$ cat src/rtl/pipe_ctrl_pkg.sv
`default_nettype none
// ============================================================================
//  Module      : pipe_ctrl_pkg
//  Description : Shared constants for the pipeline hazard / control-flow
//                controller: FSM state encoding, stage indices, default PC
//                width and the shadow-counter width.
//  Revision    : 1.0  initial release
// ============================================================================
package pipe_ctrl_pkg;

    // FSM encoding, explicit width so it matches legacy 2-bit state buses
    localparam int STATE_W = 2;
    typedef logic [STATE_W-1:0] state_t;

    localparam state_t ST_IDLE      = 2'd0;
    localparam state_t ST_BR_SHADOW = 2'd1;
    localparam state_t ST_EXC_REDIR = 2'd2;

    // Stage indices for the classic 5-stage configuration
    localparam int STG_IF  = 0;
    localparam int STG_ID  = 1;
    localparam int STG_EX  = 2;
    localparam int STG_MEM = 3;
    localparam int STG_WB  = 4;

    // Default PC width
    localparam int DEF_ADDR_W = 32;

    // Shadow counter holds 0..3
    localparam int SHADOW_CNT_W = 2;

endpackage : pipe_ctrl_pkg
`default_nettype wire

$ cat src/rtl/branch_shadow_cnt.sv
`default_nettype none
// ============================================================================
//  Module      : branch_shadow_cnt
//  Description : Branch-shadow down-counter. Loads a fixed value on a branch
//                accept, decrements each unfrozen cycle, clears on exception.
//                o_active is high while the count is non-zero, o_last while
//                the count equals one.
//  Revision    : 1.0  initial release
// ============================================================================
module branch_shadow_cnt
    import pipe_ctrl_pkg::*;
#(
    parameter int CNT_W    = SHADOW_CNT_W,
    parameter int LOAD_VAL = 1
) (
    input  logic clk,
    input  logic rst,
    input  logic i_load,
    input  logic i_freeze,
    input  logic i_clear,
    output logic o_active,
    output logic o_last
);

    logic [CNT_W-1:0] r_cnt;

    // Clear has priority over load; a frozen counter holds its value
    always_ff @(posedge clk) begin
        if (rst || i_clear) begin
            r_cnt <= '0;
        end else if (i_load) begin
            r_cnt <= CNT_W'(LOAD_VAL);
        end else if ((r_cnt != '0) && !i_freeze) begin
            r_cnt <= r_cnt - CNT_W'(1);
        end
    end

    assign o_active = (r_cnt != '0);
    assign o_last   = (r_cnt == CNT_W'(1));

endmodule : branch_shadow_cnt
`default_nettype wire

$ cat src/rtl/pipe_ctrl.sv
`default_nettype none
// ============================================================================
//  Module      : pipe_ctrl
//  Description : Parametrised pipeline hazard and control-flow controller.
//                Produces per-stage stall/flush vectors from stall requests,
//                branch redirects (with a configurable flush shadow) and
//                exception flushes, plus a single PC redirect port.
//                Optional macro PIPE_CTRL_PERF_EN adds saturating stall-cycle
//                and flush-event counters.
//  Revision    : 1.0  initial release
// ============================================================================
module pipe_ctrl
    import pipe_ctrl_pkg::*;
#(
    parameter int NUM_STAGES    = 5,
    parameter int BR_STAGE      = STG_EX,
    parameter int BR_SHADOW_CYC = 1,
    parameter int ADDR_W        = DEF_ADDR_W
) (
    input  logic                  clk,
    input  logic                  rst,
    input  logic [NUM_STAGES-1:0] stall_req_i,
    input  logic                  branch_i,
    input  logic [ADDR_W-1:0]     branch_target_i,
    input  logic                  excp_i,
    input  logic [ADDR_W-1:0]     excp_target_i,
    output logic [NUM_STAGES-1:0] stall_o,
    output logic [NUM_STAGES-1:0] flush_o,
    output logic                  redirect_valid_o,
    output logic [ADDR_W-1:0]     redirect_pc_o,
    output logic                  busy_o
`ifdef PIPE_CTRL_PERF_EN
    ,
    output logic [31:0]           perf_stall_cyc_o,
    output logic [31:0]           perf_flush_evt_o
`endif
);

    state_t              r_state;
    logic [ADDR_W-1:0]   r_excp_target;

    logic [NUM_STAGES-1:0] w_stall_raw;
    logic [NUM_STAGES-1:0] w_flush;
    logic                  w_redirect_valid;
    logic [ADDR_W-1:0]     w_redirect_pc;
    logic                  w_br_accept;
    logic                  w_shadow_load;
    logic                  w_freeze;
    logic                  w_shadow_active;
    logic                  w_shadow_last;

    // A stall at stage j back-pressures every stage upstream of it
    generate
        for (genvar gi = 0; gi < NUM_STAGES; gi++) begin : g_stall
            assign w_stall_raw[gi] = |stall_req_i[NUM_STAGES-1:gi];
        end
    endgenerate

    // Branches are only taken from IDLE: shadow-slot branches are bogus and
    // an exception always wins
    assign w_br_accept   = (r_state == ST_IDLE) && !excp_i && branch_i
                           && !w_stall_raw[BR_STAGE];
    assign w_shadow_load = w_br_accept && (BR_SHADOW_CYC > 0);
    assign w_freeze      = |stall_req_i;

    branch_shadow_cnt #(
        .CNT_W    (SHADOW_CNT_W),
        .LOAD_VAL (BR_SHADOW_CYC)
    ) u_shadow_cnt (
        .clk      (clk),
        .rst      (rst),
        .i_load   (w_shadow_load),
        .i_freeze (w_freeze),
        .i_clear  (excp_i),
        .o_active (w_shadow_active),
        .o_last   (w_shadow_last)
    );

    // Control FSM: exceptions preempt everything, shadow exits on its last
    // unfrozen cycle
    always_ff @(posedge clk) begin
        if (rst) begin
            r_state <= ST_IDLE;
        end else if (excp_i) begin
            r_state <= ST_EXC_REDIR;
        end else begin
            case (r_state)
                ST_IDLE: begin
                    if (w_shadow_load) r_state <= ST_BR_SHADOW;
                end
                ST_BR_SHADOW: begin
                    if (!w_shadow_active || (w_shadow_last && !w_freeze)) begin
                        r_state <= ST_IDLE;
                    end
                end
                ST_EXC_REDIR: r_state <= ST_IDLE;
                default:      r_state <= ST_IDLE;
            endcase
        end
    end

    // Capture the handler PC so the redirect is issued one cycle later
    always_ff @(posedge clk) begin
        if (rst) begin
            r_excp_target <= '0;
        end else if (excp_i) begin
            r_excp_target <= excp_target_i;
        end
    end

    // Flush / redirect arbitration in precedence order
    always_comb begin
        w_flush          = '0;
        w_redirect_valid = 1'b0;
        w_redirect_pc    = '0;
        if (rst) begin
            w_flush = '1;
        end else if (r_state == ST_EXC_REDIR) begin
            w_flush          = '1;
            w_redirect_valid = 1'b1;
            w_redirect_pc    = r_excp_target;
        end else if (excp_i) begin
            w_flush = '1;
        end else if (r_state == ST_BR_SHADOW) begin
            w_flush[BR_STAGE-1] = 1'b1;
        end else if (w_br_accept) begin
            for (int i = 0; i < BR_STAGE; i++) begin
                w_flush[i] = 1'b1;
            end
            w_redirect_valid = 1'b1;
            w_redirect_pc    = branch_target_i;
        end
    end

    // A flushed stage turns into a bubble, so its stall is dropped
    assign stall_o          = w_stall_raw & ~w_flush;
    assign flush_o          = w_flush;
    assign redirect_valid_o = w_redirect_valid;
    assign redirect_pc_o    = w_redirect_pc;
    assign busy_o           = !rst && (r_state != ST_IDLE);

`ifdef PIPE_CTRL_PERF_EN
    logic [31:0] r_perf_stall;
    logic [31:0] r_perf_flush;

    // Saturating performance counters
    always_ff @(posedge clk) begin
        if (rst) begin
            r_perf_stall <= '0;
            r_perf_flush <= '0;
        end else begin
            if (stall_o[0] && (r_perf_stall != '1)) begin
                r_perf_stall <= r_perf_stall + 32'd1;
            end
            if ((w_br_accept || excp_i) && (r_perf_flush != '1)) begin
                r_perf_flush <= r_perf_flush + 32'd1;
            end
        end
    end

    assign perf_stall_cyc_o = r_perf_stall;
    assign perf_flush_evt_o = r_perf_flush;
`endif

endmodule : pipe_ctrl
`default_nettype wire

$ cat config.mk
export PLATFORM = sky130hd
export DESIGN_NAME = pipe_ctrl
export DESIGN_NICKNAME = d
export VERILOG_FILES = /design/src/rtl/pipe_ctrl_pkg.sv /design/src/rtl/branch_shadow_cnt.sv /design/src/rtl/pipe_ctrl.sv
export SDC_FILE = /design/constraint.sdc
export NUM_CORES = 1
export LEC_CHECK = 0
export ABC_AREA = 0
export CORE_MARGIN = 4
export CORE_UTILIZATION = 35
export CTS_CLUSTER_SIZE = 12
export DETAILED_ROUTE_END_ITERATION = 7
export HOLD_SLACK_MARGIN = 0.03
export PLACE_DENSITY_LB_ADDON = 0.12
export REMOVE_ABC_BUFFERS = 1
export SETUP_SLACK_MARGIN = 0.5
export SYNTH_ARGS = -nofsm -noshare
export SYNTH_HDL_FRONTEND = slang
export SYNTH_SLANG_ARGS = --single-unit
$ cat constraint.sdc
create_clock -name clk -period 4 [get_ports clk]
set_input_delay 1 -clock clk [delete_from_list [all_inputs] [get_ports clk]]
set_output_delay 1 -clock clk [all_outputs]
set_load 0.01 [all_outputs]
==> results.py, run 1 <==
metrics = {
    "status": {
        "outcome": "finished clean",
    },
    "setup_path": {
        "critPathKind": "input pin to output pin",
        "cp.required_ns": 3.00,
        "end_kind": "output pin",
        "ff2ff_setup_slack_ns": 2.23,
        "startpoint": "stall_req_i[2]",
        "reg2regPathDepth": 6,
        "critPathCapture": "redirect_pc_o[2]",
        "r2r_start": "r_state[1]",
        "r2r_end": "u_shadow_cnt.r_cnt[0]",
        "cp.arrival_ns": 2.38,
        "crit_fanout": 21,
        "worst_setup_path_start_kind": "input pin",
    },
    "floorplanning": {
        "fp-row-count": 26,
        "dieArea_sq_um": 6820,
        "die_y_um": 82.6,
        "start_util": 0.371,
        "ios": 117,
        "core_sq_um": 5240,
        "die_w_um": 82.6,
    },
    "power": {
        "totalPowerFinal_w": 0.000917,
        "peakVddDrop_v": 0.000127,
        "combPwrFrac": 0.222,
        "power_frac_seq": 0.425,
        "p_sw_w": 0.000233,
        "p_per_area_nw_per_um2": 278,
        "p_clk_frac": 0.353,
        "intPower_w": 0.000684,
        "switching_share": 0.254,
        "leakage_nw": 1.42,
    },
    "timing": {
        "fin_crit_sh": 0.846,
        "hold_violations": 0,
        "post-route-min-period_ns": 3.38,
        "finalMaxSlewViolations": 0,
        "final.setup.tns_ns": 0,
        "tightest_slew_ns": 0.621,
        "slew_headroom": 0.584,
        "finClkSkew_ns": 0.00200,
        "setup_viol": 0,
        "rsz0062_at_grt": "no",
        "fmax_mhz": 296,
    },
    "drt": {
        "antenna_left": 0,
        "drt_iter0_markers": 99,
        "wl_per_cell_um": 15.6,
        "via_count": 2080,
        "vias_per_cell": 5.02,
        "firstDrtPassIters": 4,
        "drt-total-wl_um": 6460,
        "drc": 0,
    },
    "place": {
        "place.gp.congestion": 0.693,
        "numPortBuffers": 116,
        "dp_hpwl_um": 4350,
    },
    "synth": {
        "ys_ff_latch": 36,
        "seq_area_frac_synth": 0.370,
        "yosysWarnings": 0,
        "syn_area_sq_um": 1950,
        "syn_inst": 228,
        "avgSynthCellArea_sq_um": 8.53,
        "synth_cell_types": 29,
    },
    "cts": {
        "clock_latency_ns": 0.29,
        "clock-sinks": 36,
        "cts_tree": "built",
        "cts_buffer_depth": 2,
        "cts_root_buf": "clkbuf_8",
        "cts_made_buffers": 5,
        "clkTransAtPathRegs_ns": 0.08,
        "htree_levels": 2,
    },
    "layout": {
        "layout_common_cells": "nor2_1, clkdlybuf4s50_1, dfxtp_1",
        "area_delta_synth_final_pct": 69.3,
        "n_antenna_cell": 0,
        "fin_nets": 418,
        "drive_gt1_frac": 0.172,
    },
    "global_route": {
        "grt_pass1_wl_um": 10100,
        "grt_overflow": 0,
        "antenna_found_initial": 0,
        "grt_max_degree": 42,
        "first_global_vias": 2084,
        "grt_usage": 0.194,
    },
    "min_path": {
        "hp-start": "r_excp_target[10]",
        "hp-class": "register to register",
    },
    "job": {
        "drv_cap": 0,
    },
}
## flip-flops by register name, summed over array words and instances (netlist names)
register	count
r_state	2
r_excp_target	32
u_shadow_cnt.r_cnt	2
## Yosys cell counts
library cell | n | area [sq um]
nor2_1 | 73 | 274
dfxtp_1 | 36 | 721
a32oi_1 | 32 | 280
mux2i_1 | 32 | 320
clkbuf_1 | 13 | 48.8
buf_2 | 9 | 45.0
inv_1 | 4 | 15.0
buf_4 | 3 | 22.5
ha_1 | 2 | 25.0
nand2_1 | 2 | 7.51
nand3_1 | 2 | 10.0
nor2b_1 | 2 | 12.5
nor3_2 | 2 | 20.0
a2111oi_2 | 1 | 15.0
a21boi_0 | 1 | 7.51
a21o_1 | 1 | 7.51
a21oi_1 | 1 | 5.00
a311o_1 | 1 | 10.0
and2_1 | 1 | 6.26
and3_1 | 1 | 6.26
and4_1 | 1 | 8.76
and4b_1 | 1 | 10.0
buf_6 | 1 | 11.3
nand2b_1 | 1 | 6.26
nor3_1 | 1 | 5.00
nor4b_4 | 1 | 23.8
o21a_1 | 1 | 7.51
o21ai_0 | 1 | 5.00
o21ai_2 | 1 | 8.76
## final cells by class
class / count / area, sq um
multi-input combinational: 162 / 1090
inverter: 4 / 15.0
clock inverter: 3 / 42.5
timing repair buffer: 134 / 1270
clock buffer: 5 / 68.8
fill: 503 / 1940
tap: 70 / 87.6
sequential: 36 / 721
## worst min-delay path by stage
stage                              endpoint  cells after the start
after floorplan            r_excp_target[0]                      2
after global placement    r_excp_target[10]                      2
after detailed placement  r_excp_target[14]                      2
after CTS                 r_excp_target[14]                      2
after global routing      r_excp_target[26]                      2
final                     r_excp_target[10]                      2
## critical path: stages
cell             delay (ns)
dlygate4sd2_1          0.26
nor3_4                 0.25
buf_6                  0.14
bufbuf_16              0.28
a32oi_1                0.10
nor2_1                 0.10
clkdlybuf4s15_1        0.25
## per-stage QoR
step,util,setup slack (ns),cells,area (sq um),hold slack (ns)
after floorplan,-,0.275,202,1820,0.461
after global placement,0.598,0.243,395,3130,0.474
after detailed placement,0.598,0.239,395,3130,0.485
after CTS,0.636,0.388,412,3330,0.506
after global routing,0.629,0.542,414,3290,0.528
final,0.629,0.617,414,3290,0.502
## repair_timing
item                                    CTS  global route
buffers inserted                          5             1
gates resized for setup                  56            56
hold buffers                              0             0
pin swaps                                 2             2
cloned                                    4             1
endpoints found under the setup margin   37            33
## per-layer routing
layer	global-route usage	routed length (um)	share of wire
met5	0	0	0
met4	0.0621	86	0.013
met3	0.0564	419	0.065
met2	0.318	3180	0.49
met1	0.243	2780	0.43
## logic make-up after synthesis
logic type               count (synthesis)  synth area share
AO/OA/AOI/OAI                           40             0.178
flip-flops                              36             0.370
AND/OR/NAND/NOR                         88             0.201
adder cells (fa/ha/maj)                  2            0.0129
multiplexers                            32             0.165
buffers and inverters                   30            0.0733
## power groups by stage
stage | sequential (W) | combinational (W) | clock (W)
global placement | 0.000397 | 0.000190 | 0
global route | 0.000392 | 0.000221 | 0.000350
finish | 0.000390 | 0.000204 | 0.000324
detailed placement | 0.000397 | 0.000192 | 0
CTS | 0.000390 | 0.000202 | 0.000330
floorplan | 0.000394 | 0.0000622 | 0
(Power assumes the default switching activity.)
==> run 2: changes to the inputs <==
==> constraint.sdc (replaced) <==
create_clock -name clk -period 3.5 [get_ports clk]
set_input_delay 0.875 -clock clk [delete_from_list [all_inputs] [get_ports clk]]
set_output_delay 0.875 -clock clk [all_outputs]
set_load 0.01 [all_outputs]
==> results.py, run 2 (synthesis gave the netlist of run 1 again) <==
metrics = {
    "status": {
        "outcome": "finished clean",
    },
    "global_route": {
        "grt_usage": 0.212,
        "grt_pass1_wl_um": 10700,
        "antenna_found_initial": 0,
        "grt_max_degree": 70,
        "grt_overflow": 0,
        "first_global_vias": 2101,
    },
    "setup_path": {
        "cp.arrival_ns": 2.08,
        "worst_setup_path_start_kind": "input pin",
        "critPathKind": "input pin to output pin",
        "reg2regPathDepth": 7,
        "crit_fanout": 5,
        "end_kind": "output pin",
        "r2r_end": "u_shadow_cnt.r_cnt[0]",
        "ff2ff_setup_slack_ns": 1.72,
        "cp.required_ns": 2.62,
        "r2r_start": "r_state[1]",
    },
    "timing": {
        "fmax_mhz": 338,
        "setup_viol": 0,
        "finClkSkew_ns": 0.00258,
        "slew_headroom": 0.613,
        "final.setup.tns_ns": 0,
        "fin_crit_sh": 0.845,
        "finalMaxSlewViolations": 0,
        "tightest_slew_ns": 0.580,
        "hold_violations": 0,
        "rsz0062_at_grt": "yes",
        "post-route-min-period_ns": 2.96,
    },
    "floorplanning": {
        "dieArea_sq_um": 6820,
        "start_util": 0.371,
        "fp-row-count": 26,
        "die_w_um": 82.6,
        "core_sq_um": 5240,
        "ios": 117,
        "die_y_um": 82.6,
    },
    "layout": {
        "fillCellCount": 466,
        "largest-register": "r_excp_target",
        "fin_nets": 427,
        "layout_commonest_cell": "nor2_1",
        "largest_reg_flops": 32,
        "area_delta_synth_final_pct": 76.7,
        "n_antenna_cell": 0,
        "top_regs": "r_excp_target x32, r_state x2, u_shadow_cnt.r_cnt x2",
        "seq_area_sq_um": 721,
        "layout_common_cells": "nor2_1, clkdlybuf4s50_1, dfxtp_1",
        "multiInputGateArea_sq_um": 1100,
        "drive_gt1_frac": 0.229,
        "final_area_sq_um": 3440,
    },
    "drt": {
        "antenna_left": 0,
        "via_count": 2181,
        "dr_wl_met3_um": 403,
        "drt-total-wl_um": 7310,
        "vias_per_cell": 5.16,
        "wl_per_cell_um": 17.3,
        "drc": 0,
        "wl_met2_um": 3700,
        "firstDrtPassIters": 4,
        "highest_layer": "met4",
        "met1Wirelength_um": 3100,
        "drt_iter0_markers": 129,
    },
    "min_path": {
        "min_to": "r_excp_target[24]",
        "hp-class": "register to register",
        "min_path_cells": 2,
        "hp-start": "r_excp_target[24]",
    },
    "cts": {
        "clock-sinks": 36,
        "clock_latency_ns": 0.28,
        "cts_made_buffers": 5,
        "cts_buffer_depth": 2,
        "hold_buffers": 0,
        "cts_root_buf": "clkbuf_8",
        "htree_levels": 2,
        "clkTransAtPathRegs_ns": 0.07,
        "cts_tree": "built",
    },
    "place": {
        "dpl_cell_area_sq_um": 3150,
        "place.gp.congestion": 0.717,
        "dp_hpwl_um": 4260,
        "numPortBuffers": 116,
    },
    "power": {
        "leakage_nw": 1.50,
        "peakVddDrop_v": 0.000225,
        "p_per_area_nw_per_um2": 294,
    },
    "job": {
        "drv_cap": 0,
    },
}
-- run 2: cell types whose count changed in the layout (fill, tap and decap cells not counted), sizes merged --
cell	previous run	this run
clkdlybuf4s50	73	72
clkdlybuf4s15	8	6
clkinv	1	2
clkbuf	28	8
buf	20	59
clkinvlp	1	0
bufinv	1	0
dlygate4sd2	8	3
dlymetal6s2s	1	0
-- run 2: worst max-delay path, stage by stage --
cell and delay (ns):
buf_8 0.11, nor4b_4 0.30, buf_6 0.16, buf_12 0.12, buf_12 0.10, buf_16 0.10, a32oi_1 0.08, nor2_1 0.10
buf_2 0.14
-- run 2: where the power goes --
part	switching, W	internal, W	total, W
clock	0.000146	0.000157	0.000303
combinational	0.000104	0.000158	0.000261
sequential	0.0000138	0.000432	0.000446
-- run 2: metrics by stage --
stage | hold slack, ns | worst slack [ns] | std cells | utilization | power [W]
final | 0.493 | 0.543 | 423 | 0.656 | 0.00101
after global routing | 0.532 | 0.446 | 423 | 0.656 | 0.00106
after CTS | 0.503 | 0.508 | 418 | 0.653 | 0.00101
after detailed placement | 0.484 | 0.00601 | 396 | 0.602 | 0.000676
after global placement | 0.477 | 0.0189 | 396 | 0.602 | 0.000673
after floorplan | 0.461 | 0.0246 | 202 | - | 0.000521
-- run 2: worst max-delay path by stage --
stage                         startpoint                end  depth (start not counted)  slack, ns
after floorplan           stall_req_i[3]         stall_o[1]                          3       0.02
after global placement          branch_i  redirect_pc_o[24]                          6       0.02
after detailed placement        branch_i  redirect_pc_o[29]                          6      0.006
after CTS                 stall_req_i[3]   redirect_valid_o                          7       0.51
after global routing              excp_i  redirect_pc_o[16]                          9       0.45
final                             excp_i   redirect_pc_o[3]                          9       0.54
-- run 2: layout make-up --
cell class                 count  area share
timing repair buffer         143       0.414
multi-input combinational    162       0.319
tap                           70      0.0255
sequential                    36       0.210
clock inverter                 2     0.00291
inverter                       4     0.00437
clock buffer                   6      0.0240
-- run 2: timing repair --
action | in CTS | in global routing
gates cloned | 7 | 1
gates resized for setup | 155 | 17
setup endpoints to repair | 39 | 33
endpoints found under the hold margin | 0 | 0
setup buffers | 7 | 4
pin swaps | 9 | 12
-- run 2: routing by layer --
layer | track usage | vias up
met5 | 0 | -
met4 | 0.0784 | 0
met3 | 0.0477 | 12
met2 | 0.357 | 66
met1 | 0.262 | 1037
li1 | - | 1066
